==> config.mk <==
export PLATFORM = sky130hd
export DESIGN_NAME = sfr_access_ctrl
export DESIGN_NICKNAME = d
export VERILOG_FILES = /design/src/rtl/sfr_access_ctrl.sv
export SDC_FILE = /design/constraint.sdc
export NUM_CORES = 1
export LEC_CHECK = 0
export CORE_ASPECT_RATIO = 1.5
export CORE_MARGIN = 2
export CORE_UTILIZATION = 55
export DETAILED_ROUTE_END_ITERATION = 7
export GPL_TIMING_DRIVEN = 0
export HOLD_SLACK_MARGIN = 0.1
export PLACE_DENSITY = 0.86
export SETUP_SLACK_MARGIN = 0.2
export SLEW_MARGIN = 20
export SYNTH_ARGS = -nofsm -noshare
export SYNTH_HDL_FRONTEND = slang
export SYNTH_SLANG_ARGS = --single-unit
==> constraint.sdc <==
create_clock -name clk -period 4.9 [get_ports clk]
set_input_delay 1.225 -clock clk [delete_from_list [all_inputs] [get_ports clk]]
set_output_delay 1.225 -clock clk [all_outputs]
set_load 0.005 [all_outputs]
==> src/rtl/sfr_access_ctrl.sv <==
// SFR bus initiator: turns CPU byte/bit accesses into read, write and
// read-modify-write cycles on the internal SFR bus.
module sfr_access_ctrl #(
   parameter int ADDR_W = 7,
   parameter int DATA_W = 8
) (
   input  logic              clk,
   input  logic              rst,
   input  logic              req,
   input  logic [2:0]        op,
   input  logic [ADDR_W-1:0] addr,
   input  logic [2:0]        bitsel,
   input  logic [DATA_W-1:0] wdata,
   input  logic [DATA_W-1:0] sfrdatai,
   output logic [ADDR_W-1:0] sfraddr,
   output logic [DATA_W-1:0] sfrdatao,
   output logic              sfrwe,
   output logic              rmwinstr,
   output logic              busy,
   output logic              done,
   output logic [DATA_W-1:0] rdata,
   output logic              bitval,
   output logic              err
);

   typedef enum logic [1:0] {
      S_IDLE,
      S_RD,
      S_WR,
      S_DONE
   } state_t;

   typedef enum logic [2:0] {
      OP_READ  = 3'd0,
      OP_WRITE = 3'd1,
      OP_SETB  = 3'd2,
      OP_CLRB  = 3'd3,
      OP_CPLB  = 3'd4,
      OP_ANL   = 3'd5,
      OP_ORL   = 3'd6,
      OP_XRL   = 3'd7
   } op_t;

   state_t              r_state,    w_state;
   op_t                 r_op,       w_op;
   logic [ADDR_W-1:0]   r_addr,     w_addr;
   logic [2:0]          r_bitsel,   w_bitsel;
   logic [DATA_W-1:0]   r_wdata,    w_wdata;
   logic [ADDR_W-1:0]   r_sfraddr,  w_sfraddr;
   logic [DATA_W-1:0]   r_sfrdatao, w_sfrdatao;
   logic                r_sfrwe,    w_sfrwe;
   logic                r_rmw,      w_rmw;
   logic                r_busy,     w_busy;
   logic                r_done,     w_done;
   logic [DATA_W-1:0]   r_rdata,    w_rdata;
   logic                r_bitval,   w_bitval;
   logic                r_err,      w_err;

   op_t                 w_req_op;
   logic                w_req_isbit;
   logic                w_cur_isbit;
   logic [DATA_W-1:0]   w_mask;
   logic [DATA_W-1:0]   w_modified;

   assign w_req_op    = op_t'(op);
   assign w_req_isbit = (w_req_op == OP_SETB) || (w_req_op == OP_CLRB) || (w_req_op == OP_CPLB);
   assign w_cur_isbit = (r_op == OP_SETB) || (r_op == OP_CLRB) || (r_op == OP_CPLB);

   // Modify stage works on the live read data so the write can follow RD directly
   always_comb begin
      w_mask = DATA_W'(1) << r_bitsel;
      case (r_op)
         OP_SETB: w_modified = sfrdatai | w_mask;
         OP_CLRB: w_modified = sfrdatai & ~w_mask;
         OP_CPLB: w_modified = sfrdatai ^ w_mask;
         OP_ANL:  w_modified = sfrdatai & r_wdata;
         OP_ORL:  w_modified = sfrdatai | r_wdata;
         OP_XRL:  w_modified = sfrdatai ^ r_wdata;
         default: w_modified = r_wdata;
      endcase
   end

   always_comb begin
      w_state    = r_state;
      w_op       = r_op;
      w_addr     = r_addr;
      w_bitsel   = r_bitsel;
      w_wdata    = r_wdata;
      w_sfraddr  = '0;
      w_sfrdatao = r_sfrdatao;
      w_sfrwe    = 1'b0;
      w_rmw      = 1'b0;
      w_done     = 1'b0;
      w_rdata    = r_rdata;
      w_bitval   = r_bitval;
      w_err      = r_err;

      case (r_state)
         S_IDLE: begin
            if (req) begin
               w_op     = w_req_op;
               w_addr   = addr;
               w_bitsel = bitsel;
               w_wdata  = wdata;
               w_err    = 1'b0;
               w_bitval = 1'b0;
               if (w_req_isbit && (addr[2:0] != 3'd0)) begin
                  w_state = S_DONE;
                  w_err   = 1'b1;
                  w_done  = 1'b1;
               end else if (w_req_op == OP_WRITE) begin
                  w_state    = S_WR;
                  w_sfraddr  = addr;
                  w_sfrdatao = wdata;
                  w_sfrwe    = 1'b1;
               end else begin
                  w_state   = S_RD;
                  w_sfraddr = addr;
                  w_rmw     = (w_req_op != OP_READ);
               end
            end
         end
         S_RD: begin
            w_rdata = sfrdatai;
            if (w_cur_isbit) begin
               w_bitval = sfrdatai[r_bitsel];
            end
            if (r_op == OP_READ) begin
               w_state = S_DONE;
               w_done  = 1'b1;
            end else begin
               w_state    = S_WR;
               w_sfraddr  = r_addr;
               w_sfrdatao = w_modified;
               w_sfrwe    = 1'b1;
               w_rmw      = 1'b1;
            end
         end
         S_WR: begin
            w_state = S_DONE;
            w_done  = 1'b1;
         end
         S_DONE: begin
            w_state = S_IDLE;
         end
         default: begin
            w_state = S_IDLE;
         end
      endcase

      w_busy = (w_state != S_IDLE);
   end

   always_ff @(posedge clk) begin
      if (!rst) begin
         r_state    <= S_IDLE;
         r_op       <= OP_READ;
         r_addr     <= '0;
         r_bitsel   <= '0;
         r_wdata    <= '0;
         r_sfraddr  <= '0;
         r_sfrdatao <= '0;
         r_sfrwe    <= 1'b0;
         r_rmw      <= 1'b0;
         r_busy     <= 1'b0;
         r_done     <= 1'b0;
         r_rdata    <= '0;
         r_bitval   <= 1'b0;
         r_err      <= 1'b0;
      end else begin
         r_state    <= w_state;
         r_op       <= w_op;
         r_addr     <= w_addr;
         r_bitsel   <= w_bitsel;
         r_wdata    <= w_wdata;
         r_sfraddr  <= w_sfraddr;
         r_sfrdatao <= w_sfrdatao;
         r_sfrwe    <= w_sfrwe;
         r_rmw      <= w_rmw;
         r_busy     <= w_busy;
         r_done     <= w_done;
         r_rdata    <= w_rdata;
         r_bitval   <= w_bitval;
         r_err      <= w_err;
      end
   end

   assign sfraddr  = r_sfraddr;
   assign sfrdatao = r_sfrdatao;
   assign sfrwe    = r_sfrwe;
   assign rmwinstr = r_rmw;
   assign busy     = r_busy;
   assign done     = r_done;
   assign rdata    = r_rdata;
   assign bitval   = r_bitval;
   assign err      = r_err;

endmodule

==> summary.txt <==
======================================================================================================
Post-synth EDFFs ........................................................................            0
Number of H-tree levels .................................................................            2
CP Data Required Time ...................................................................      5.14 ns
Worst min path class .................................................................... register to register
WL/cell .................................................................................      16.7 um
Highest-count cells in the layout ignoring fill and taps ................................ sky130_fd_sc_hd__clkdlybuf4s50_1 (59), sky130_fd_sc_hd__nand2_1 (53), sky130_fd_sc_hd__dfxtp_1 (52), sky130_fd_sc_hd__a21boi_0 (25), sky130_fd_sc_hd__o21ai_0 (22)
Sum Neg Setup Slack .....................................................................         0 ns
Maximum ir drop on the vdd rail .........................................................     0.277 mV
Highest fanout seen on the critical path ................................................           10
Buffers on Ports ........................................................................           59
Deepest clock path buffer count .........................................................            2
Setup Fix Bufs, Post-CTS ................................................................            0
MaxCap Viol Count .......................................................................            0
Cell type with the highest aggregate area in the netlist ................................ sky130_fd_sc_hd__dfxtp_1
Worst rel slew slack ....................................................................        33.2%
Endpoints failing hold ..................................................................            0
Placer's final routability congestion estimate ..........................................        0.845
Smallest setup slack after layout .......................................................      2.11 ns
Async set-or-reset flop fraction in the synthesized netlist .............................           0%
Top area cells in the synthesized netlist ............................................... sky130_fd_sc_hd__dfxtp_1 (37%), sky130_fd_sc_hd__nand2_1 (7.0%), sky130_fd_sc_hd__a21boi_0 (6.6%)
Post-synthesis instance area ............................................................ 0.00284 mm^2
Std-Cell Core Area ...................................................................... 0.00504 mm^2
Category of the worst setup path capture point ..........................................     register
Outcome .................................................................................    completed
Worst slack after detailed placement ....................................................      1.79 ns
Total overflow reported by the global router ............................................            0
Layout filler cell count ................................................................          405
Final hold slack ........................................................................     0.467 ns
Clk Latency, worst-skew pair ............................................................      0.31 ns
Synthesis-stage register bit count ......................................................           52
Net count, final ........................................................................          433
TritonCTS Sinks .........................................................................           52
Register cell area after layout ......................................................... 0.00104 mm^2
Die X-Extent ............................................................................      62.7 um
CP peak stage delay .....................................................................      0.63 ns
Area growth, synth to finish ............................................................        26.8%
I/O pin cnt .............................................................................           61
Startpoint Class ........................................................................   input port
Number of warning messages in the yosys log .............................................            0
TritonCTS Buffers .......................................................................            5
Static leakage power ....................................................................      1.29 nW
Initial antenna violation count .........................................................            0
Clock tree from TritonCTS ...............................................................         done
Final Cycle Share .......................................................................        56.9%
Worst Path Arrival ......................................................................      3.03 ns
Largest clock skew in the final design ..................................................   0.00944 ns
Slew Viols, Final .......................................................................            0
Share of post-route cells with drive strength above 1 ...................................        6.30%
Share of the synthesized area in the top cell type ......................................        36.7%
Residual DRC count ......................................................................            0
Hpwl dp .................................................................................      5770 um
FP Rows .................................................................................           32
Number of gates resized after CTS .......................................................            0
Height of the die .......................................................................      92.0 um
Highest clock rate ......................................................................      358 MHz
Total die area .......................................................................... 0.00576 mm^2
GRT Util Overall ........................................................................        27.6%
Detail Route Antenna Nets ...............................................................            0
Power, Total ............................................................................      1.58 mW
Proportion of synthesized chip area in sequential cells .................................        36.7%
DRC marker count from the first detailed-route iteration ................................          160
Commonest non-fill, non-tap cell in the layout .......................................... sky130_fd_sc_hd__clkdlybuf4s50_1
Critical Setup Path Class ............................................................... input port to register
Critical-path cell list ................................................................. clkdlybuf4s50_1, nand4bb_4, a221oi_4, buf_6, o211ai_1, o22ai_1
Tmin final ..............................................................................      2.79 ns
Synthesized netlist net count ...........................................................          367
RSZ-0062 raised after global routing ....................................................        false
Via count of the first global-routing pass ..............................................         2648
Cts-stage hold buffer count .............................................................            0
Cells after synthesis ...................................................................          330
Pre-Repair DR Iteration Count ...........................................................            4
Ys flop type ............................................................................ sky130_fd_sc_hd__dfxtp_1
Initial Util ............................................................................        56.3%
Clock transition at the register clock pins on the worst setup and hold paths after CTS .      0.10 ns
CP max-delay cell ....................................................................... sky130_fd_sc_hd__clkdlybuf4s50_1
Area of combinational cells with multiple inputs ........................................ 0.00165 mm^2
Antenna Diode Count .....................................................................            0
First-pass GRT wire length ..............................................................     12700 um
Average cell area after synthesis .......................................................    8.60 um^2
Buffer type at the clock tree root ...................................................... sky130_fd_sc_hd__clkbuf_8
DR vias .................................................................................         2712
Total wire length .......................................................................      7760 um
Total power density per cell area .......................................................  440 mW/mm^2
Pin count of the biggest net entering global routing ....................................           16
Final count of negative-setup-slack endpoints ...........................................            0
Routed via count divided by cell count ..................................................         5.83
Number of distinct standard cells referenced by the synthesized netlist .................           57
Tightest Pin Transition .................................................................     0.999 ns
======================================================================================================
-- cell usage after synthesis, types with 2 or more instances --
library cell,instances
sky130_fd_sc_hd__a211oi_1,4
sky130_fd_sc_hd__a21boi_0,25
sky130_fd_sc_hd__a21oi_1,5
sky130_fd_sc_hd__a22oi_1,3
sky130_fd_sc_hd__a31oi_1,4
sky130_fd_sc_hd__a32o_1,4
sky130_fd_sc_hd__a32oi_1,4
sky130_fd_sc_hd__and2_1,4
sky130_fd_sc_hd__and3_1,3
sky130_fd_sc_hd__and3b_1,2
sky130_fd_sc_hd__buf_2,10
sky130_fd_sc_hd__buf_6,2
sky130_fd_sc_hd__clkbuf_1,12
sky130_fd_sc_hd__dfxtp_1,52
sky130_fd_sc_hd__ha_1,5
sky130_fd_sc_hd__inv_1,7
sky130_fd_sc_hd__mux2i_1,13
sky130_fd_sc_hd__mux4_2,2
sky130_fd_sc_hd__nand2_1,53
sky130_fd_sc_hd__nand2b_1,6
sky130_fd_sc_hd__nand3_1,2
sky130_fd_sc_hd__nand3b_1,3
sky130_fd_sc_hd__nor2_1,16
sky130_fd_sc_hd__nor2b_1,13
sky130_fd_sc_hd__nor3_1,3
sky130_fd_sc_hd__nor3b_1,2
sky130_fd_sc_hd__o211ai_1,4
sky130_fd_sc_hd__o21a_1,2
sky130_fd_sc_hd__o21ai_0,22
sky130_fd_sc_hd__o221ai_1,3
sky130_fd_sc_hd__o22ai_1,3
sky130_fd_sc_hd__o31a_1,6
sky130_fd_sc_hd__o32ai_1,2
sky130_fd_sc_hd__or3b_1,2
sky130_fd_sc_hd__xor2_1,5
-- flip-flops by register name (all words and copies together) (netlist names), 2 cells and up --
signal,count
r_addr,7
sfraddr,7
r_wdata,8
r_state,2
sfrdatao,8
rdata,8
r_bitsel,3
r_op,3
-- cells by family after synthesis --
group | after synthesis | synth area share (%)
buf+inv | 31 | 5.07
mux | 15 | 6.17
flops | 52 | 36.7
fa+ha+maj | 5 | 2.20
xor+xnor | 6 | 1.85
compound gates | 103 | 26.6
simple gates | 118 | 21.4
-- path summary, 6_finish.rpt --
path / from / end / slack (ns) / cells past startpoint
min: r_addr[3] / r_addr[3] / 0.47 / 2
max reg2reg: r_state[1] / sfrdatao[4] / 2.78 / 7
min reg2reg: r_addr[3] / r_addr[3] / 0.47 / 2
max: req / sfrdatao[4] / 2.11 / 6
-- routing by layer --
layer / vias to the layer above / global-route usage, % / wire length (um)
met5: - / 0 / 0
met3: 17 / 5.03 / 340
met4: 0 / 13.5 / 232
met2: 93 / 49.0 / 4120
met1: 1286 / 31.6 / 3060
li1: 1316 / - / -
-- stage by stage --
step | instances | util [%] | area [um^2]
floorplan | 330 | - | 2840
global placement | 457 | 69.6 | 3510
detailed placement | 457 | 69.6 | 3510
CTS | 465 | 71.3 | 3600
global route | 465 | 71.3 | 3600
finish | 465 | 71.3 | 3600
-- layout make-up --
type / instances / area share, %
Buffer: 24 / 3.27
Clock buffer: 7 / 2.12
Clock inverter: 1 / 0.243
Inverter: 7 / 0.730
Multi-Input combinational cell: 247 / 45.9
Sequential cell: 52 / 28.9
Tap cell: 68 / 2.36
Timing Repair Buffer: 59 / 16.4
-- critical path, delay by kind of cell --
| family | cells | cell delay [ns] |
|---|---|---|
| AOI/OAI and AO/OA | 3 | 0.79 |
| and+or+nand+nor | 1 | 0.17 |
| buffers and inverters | 2 | 0.85 |
-- power by group --
part | switching, mW | internal, mW
clock network | 0.142 | 0.102
registers | 0.0565 | 0.518
logic | 0.418 | 0.346
total | 0.616 | 0.967
No activity file was read; power rests on OpenSTA's default activity.
